**src/rtl/usr_xfer_nb.sv**
```systemverilog
// rtl/usr_xfer_nb.sv - universal shift register with autonomous n/S-step serial transfer
module usr_xfer_nb #(
    parameter int n = 8,
    parameter int S = 1
) (
    input  logic         clk,
    input  logic         clr,
    input  logic [n-1:0] data_in,
    input  logic [S-1:0] din_ser,
    input  logic [2:0]   op,
    input  logic         en,
    input  logic         start,
    output logic [n-1:0] data_out,
    output logic [S-1:0] dout_ser,
    output logic         busy,
    output logic         done
);
    localparam int STEPS = n / S;
    localparam int CW    = $clog2(STEPS + 1);

    localparam logic [2:0] OP_HOLD = 3'b000;
    localparam logic [2:0] OP_LOAD = 3'b001;
    localparam logic [2:0] OP_SHL  = 3'b010;
    localparam logic [2:0] OP_SHR  = 3'b011;
    localparam logic [2:0] OP_ROL  = 3'b100;
    localparam logic [2:0] OP_ROR  = 3'b101;
    localparam logic [2:0] OP_ASR  = 3'b110;
    localparam logic [2:0] OP_CLR  = 3'b111;

    typedef enum logic {IDLE, XFER} state_t;

    state_t         state, state_nxt;
    logic [n-1:0]   q, q_nxt;
    logic           dir, dir_nxt;       // 0 = left, 1 = right
    logic [CW-1:0]  cnt, cnt_nxt;
    logic           done_nxt;

    logic [n-1:0] shl_v, shr_v, rol_v, ror_v, asr_v;

    assign shl_v = {q[n-1-S:0], din_ser};
    assign shr_v = {din_ser, q[n-1:S]};
    assign rol_v = {q[n-1-S:0], q[n-1 -: S]};
    assign ror_v = {q[S-1:0], q[n-1:S]};
    assign asr_v = {{S{q[n-1]}}, q[n-1:S]};

    always_ff @(posedge clk) begin
        if (clr) begin
            state <= IDLE;
            q     <= '0;
            dir   <= 1'b0;
            cnt   <= '0;
            done  <= 1'b0;
        end else begin
            state <= state_nxt;
            q     <= q_nxt;
            dir   <= dir_nxt;
            cnt   <= cnt_nxt;
            done  <= done_nxt;
        end
    end

    always_comb begin
        state_nxt = state;
        q_nxt     = q;
        dir_nxt   = dir;
        cnt_nxt   = cnt;
        done_nxt  = 1'b0;
        case (state)
            IDLE: begin
                // A valid start performs the first shift immediately, regardless of en
                if (start && (op == OP_SHL || op == OP_SHR)) begin
                    q_nxt   = (op == OP_SHL) ? shl_v : shr_v;
                    dir_nxt = (op == OP_SHR);
                    if (STEPS == 1) begin
                        done_nxt = 1'b1;
                    end else begin
                        state_nxt = XFER;
                        cnt_nxt   = CW'(STEPS - 1);
                    end
                end else if (en) begin
                    case (op)
                        OP_HOLD: q_nxt = q;
                        OP_LOAD: q_nxt = data_in;
                        OP_SHL:  begin q_nxt = shl_v; dir_nxt = 1'b0; end
                        OP_SHR:  begin q_nxt = shr_v; dir_nxt = 1'b1; end
                        OP_ROL:  begin q_nxt = rol_v; dir_nxt = 1'b0; end
                        OP_ROR:  begin q_nxt = ror_v; dir_nxt = 1'b1; end
                        OP_ASR:  begin q_nxt = asr_v; dir_nxt = 1'b1; end
                        OP_CLR:  q_nxt = '0;
                        default: q_nxt = q;
                    endcase
                end
            end
            XFER: begin
                q_nxt   = dir ? shr_v : shl_v;
                cnt_nxt = cnt - CW'(1);
                if (cnt == CW'(1)) begin
                    state_nxt = IDLE;
                    done_nxt  = 1'b1;
                end
            end
            default: state_nxt = IDLE;
        endcase
    end

    assign data_out = q;
    assign busy     = (state == XFER);
    assign dout_ser = dir ? q[S-1:0] : q[n-1 -: S];
endmodule

```
**config.mk**
```make
export PLATFORM = sky130hd
export DESIGN_NAME = usr_xfer_nb
export DESIGN_NICKNAME = d
export VERILOG_FILES = /design/src/rtl/usr_xfer_nb.sv
export SDC_FILE = /design/constraint.sdc
export NUM_CORES = 1
export LEC_CHECK = 0
export BUFFER_PORTS_ARGS = -buffer_cell sky130_fd_sc_hd__buf_2
export CORE_UTILIZATION = 45
export DETAILED_ROUTE_END_ITERATION = 6
export PLACE_DENSITY = 0.69
export SYNTH_ARGS = -nofsm -noshare
export SYNTH_HDL_FRONTEND = slang
export SYNTH_SLANG_ARGS = --single-unit
export TNS_END_PERCENT = 1
```
**constraint.sdc**
```tcl
create_clock -name clk -period 1.8 [get_ports clk]
set_input_delay 0.36 -clock clk [delete_from_list [all_inputs] [get_ports clk]]
set_output_delay 0.36 -clock clk [all_outputs]
set_load 0.01 [all_outputs]
```
# Yosys cells after proc, flatten, opt, wreduce, memory -nomap -nowiden
# Index checks and enable logic that the tools add are counted.
# W data, S select, Z words.
word_totals:
  reg_bits: 15
  output_inout_bits: 11
  inputBits: 16
op_classes:
  bitwise: 1
  reduce_logical: 11
  add_sub_neg: 1
  n_eq_ne: 12
  n_mux: 16
ops:
  columns: ["op", "count"]
  rows:
  - ["$pmux W8 S7", 1]
  - ["$mux W8", 4]
  - ["$pmux W8 S2", 1]
  - ["$eq A3 B3 Y1 const B", 4]
  - ["$ne A3 B3 Y1 const B", 3]
  - ["$pmux W4 S2", 1]
  - ["$eq A3 B2 Y1 const B", 2]
  - ["$mux W1", 6]
  - ["$reduce_and A3 Y1", 2]
  - ["$eq A4 B1 Y1 const B", 1]
  - ["$mux W4", 1]
  - ["$pmux W1 S2", 2]
  - ["$reduce_or A2 Y1", 2]
  - ["$sub A4 B1 Y4 const B", 1]
  - ["$eq A3 B1 Y1 const B", 1]
  - ["$logic_not A3 Y1", 1]
  - ["$reduce_bool A3 Y1", 1]
  - ["$reduce_or A3 Y1", 1]
  - ["$ne A2 B2 Y1 const B", 1]
  - ["$reduce_and A2 Y1", 1]
  - ["$reduce_bool A2 Y1", 1]
  - ["$logic_and A1 B1 Y1", 1]
  - ["$logic_or A1 B1 Y1", 1]
  - ["$not A1 Y1", 1]

# Longest topological paths before layout
depth:
  word_depth: 5
  ltp_mapped: 6
  ltp_nobuf: 5

# Worst setup path before layout
# Ideal clock, no wire load.
synth_timing:
  path_type: "input port to flip-flop"
  from: "input port op[0]"
  to: "register q[3], in the netlist data_out[3]"
  setup_slack_ns: 0.264
  path_buffers: 2
  stages: 6
  arrival_ns: 1.445
  cell_sequence: "buf_6 > o21a_1 > o22a_4 > or2_0 > buf_6 > a311oi_1"
synth_between:
  elab_chain_cells: 5
  elab_cells_between_ends: 18
  cone_classes: "eq/ne: 9; mux: 5; reduce/logical: 4"
synth_rtl:
  columns: ["element", "line_no", "rtl"]
  rows:
  - ["start: declaration", "10", "input logic [2:0] op,"]
  - ["$eq A3 B3 Y1, or another cell as far along", "81", "case (op)"]
  - ["$pmux W8 S7 or $logic_or A1 B1 Y1 (tied branches)", "81, 71", null]
  - ["$mux W8 or $logic_and A1 B1 Y1 (tied branches)", "80, 71", null]
  - ["$mux W8 or $ne A3 B3 Y1 (tied branches)", null, null]
  - ["$pmux W8 S2 or $reduce_and A2 Y1 (tied branches)", null, null]
  - ["end signal: assignment", "55", "q <= q_nxt;"]
  - ["end: declaration", "33", "logic [n-1:0] q, q_nxt;"]
# Parallel ways exist; a longest one is shown, timed or not. The select of a mux whose other input is x is not followed.
# A chain may end at the register's enable or synchronous reset.

# Final worst setup path
# Same ends and word-level chain as after synthesis.

==> impl_metrics.env <==
export IMPL_status="completed"
export IMPL_required_ps=1990
export IMPL_pwr_share_seq=0.459
export IMPL_dr_max_layer_used="met3"
export IMPL_met3_length_um=191
export IMPL_netlist_area_um2=1170
export IMPL_n_antenna_cell=0
export IMPL_met1Wirelength_um=1450
export IMPL_crit_fanout=14
export IMPL_power_per_cell_area_nw_per_um2=662
export IMPL_htree_levels=1
export IMPL_dieArea_um2=2800
export IMPL_ioPinCount=27
export IMPL_num_rows=18
export IMPL_hold_ws_ps=426
export IMPL_synth_edff_count=0
export IMPL_gr_total_overflow=0
export IMPL_drive_above_1_share=0.271
export IMPL_post_cts_resized=0
export IMPL_postSynth_asyncResetShare=0
export IMPL_fill_cells=240
export IMPL_ys_types=46
export IMPL_drc=0
export IMPL_met2_wirelength_um=1410
export IMPL_min_path_type="in2reg"
export IMPL_r2r_end="data_out[1]"
export IMPL_cts_path_max_buffers=2
export IMPL_hold_start="clr"
export IMPL_worstPathArrival_ps=1690
export IMPL_utilization=0.548
export IMPL_drtAntennaViolNets=0
export IMPL_dieHeight_um=52.9
export IMPL_via_per_inst=6.10
export IMPL_fin_crit_ps=1490
export IMPL_fin_nets=185
export IMPL_synth_most_common_cell="dfxtp_1"
export IMPL_tightest_slew_ps=516
export IMPL_grt_pass1_vias=1055
export IMPL_path_class="in2reg"
export IMPL_wire_per_inst_um=15.6
export IMPL_avgSynthCellArea_um2=8.34
export IMPL_cp_endpoint="data_out[3]"
export IMPL_synth_top_area_cell="dfxtp_1"
export IMPL_crit_path_end_kind="flop"
export IMPL_synth_area_leaders="dfxtp_1 (26%), a22o_1 (5.3%), a311oi_1 (5.3%), a22oi_1 (5.1%), mux2i_1 (4.3%)"
export IMPL_area_growth_pct=15.2
export IMPL_worst_setup_path_start_kind="input port"
export IMPL_yosys_top_cells_count="dfxtp_1 (15), nor2_1 (9)"
export IMPL_dp_cells=192
export IMPL_p_leak_nw=0.550
export IMPL_dr_total_vias=1195
export IMPL_post_route_period_util=0.829
export IMPL_finalMaxSlewViolations=0
export IMPL_globalRouteTotalUtil=0.245
export IMPL_r2r_start="data_out[2]"
export IMPL_numCtsBuffers=3
export IMPL_synth_top_area_share=0.257
export IMPL_drtPass1Iterations=4
export IMPL_final_cell_count_no_fill=196
export IMPL_setup_violations=0
export IMPL_seqCellArea_um2=300
export IMPL_syn_nets=158
export IMPL_rsz0062_at_grt="no"
export IMPL_clock_skew_ps=2.87
export IMPL_initial_utilization=0.476
export IMPL_synth_ff_type="dfxtp_1"
export IMPL_grt_max_degree=24
export IMPL_rr_worst_depth=4
export IMPL_antenna_found_initial=0
export IMPL_drt_iter0_markers=25
export IMPL_switching_share=0.352
export IMPL_holdBufCountCts=0
export IMPL_clkPwrFrac=0.219
export IMPL_portBuffers=26
export IMPL_hold_violations=0
export IMPL_fp_dieW_um=52.9
export IMPL_synth_seq_cells=15
export IMPL_finalSetupTns_ps=0
export IMPL_switchingPower_w=0.000313
export IMPL_rrSetupSlack_ps=350
export IMPL_cts_setup_buffers=0
export IMPL_worstSetupStartpoint="op[0]"
export IMPL_ys_warn_count=0
export IMPL_place_gp_congestion=0.795
export IMPL_wl_um=3050
export IMPL_yosysSeqAreaShare=0.257
export IMPL_vdd_ir_drop_max_mv=0.677
export IMPL_internal_power_w=0.000577
export IMPL_clk_latency_ps=280
export IMPL_max_cap_violations=0
export IMPL_clock_sinks=15
export IMPL_grt_pass1_wl_um=5090
export IMPL_coreArea_um2=2450
export IMPL_power_frac_comb=0.321
export IMPL_max_freq_mhz=670
export IMPL_root_buffer="clkbuf_4"
export IMPL_cts_tree="built"
export IMPL_multi_input_area_um2=771
export IMPL_syn_inst=140
export IMPL_hpwl_um=2130
export IMPL_clkTransAtPathRegs_ps=100
export IMPL_relSlewSlack=0.654
## layer usage
layer  vias to the layer above  track usage
li1                        592            -
met1                       558        0.345
met2                        45        0.397
met3                         0       0.0517
met4                         0       0.0132
met5                         -            0
## cell usage in the layout (no fill, tap or decap), drive strengths merged, types with 4 or more instances in the layout
master	Yosys	final
a22oi	8	8
mux2i	5	5
inv	9	9
nand2b	5	5
a22o	7	7
a31oi	4	4
nor2	10	10
nor3	8	8
buf	8	32
a311oi	7	7
dfxtp	15	15
o21ai	8	8
nor2b	4	4
a21oi	5	5
## power groups by stage
stage	logic (W)	registers, W	clock network, W
finish	0.000286	0.000409	0.000195
global route	0.000319	0.000414	0.000215
CTS	0.000285	0.000409	0.000200
detailed placement	0.000284	0.000416	0
global placement	0.000277	0.000415	0
floorplan	0.000190	0.000414	0
## worst min path at each step
stage / end / slack (ps) / cells past startpoint
finish: cnt[3] / 430 / 2
global placement: cnt[0] / 500 / 2
floorplan: data_out[4] / 430 / 1
CTS: cnt[3] / 410 / 2
global route: done / 450 / 2
detailed placement: done / 520 / 3
## critical path: stages
cell and delay [ps]:
buf_2 180, o21a_1 220, o22a_4 250, or2_0 350
a311oi_1 330
## logic make-up after synthesis
kind of cell | Yosys count | share of synthesized area
muxes | 8 | 0.0718
DFF | 15 | 0.257
xor gates and xnor gates | 1 | 0.00750
and+or+nand+nor | 41 | 0.198
adders and majority gates | 2 | 0.0214
buffers and inverters | 19 | 0.0825
AOI/OAI and AO/OA | 54 | 0.361
## through the flow
stage          power, W  worst slack, ps  area [um2]
2_1_floorplan  0.000604              264        1170
4_1_cts        0.000893              298        1350
3_5_place_dp   0.000700             39.5        1320
5_1_grt        0.000948              220        1350
6_report       0.000890              307        1350
3_3_place_gp   0.000692             78.0        1320
## flip-flops by register name (all words and copies together) (netlist names)
name,count
busy,1
cnt,4
done,1
data_out,8
dir,1
## layout make-up
class | count | area share
inverter | 9 | 0.0251
timing repair buffer | 32 | 0.130
sequential | 15 | 0.223
clock inverter | 1 | 0.00372
multi-input combinational | 106 | 0.573
tap | 30 | 0.0279
clock buffer | 3 | 0.0167
Note: power is estimated with default switching activity, not from simulation.
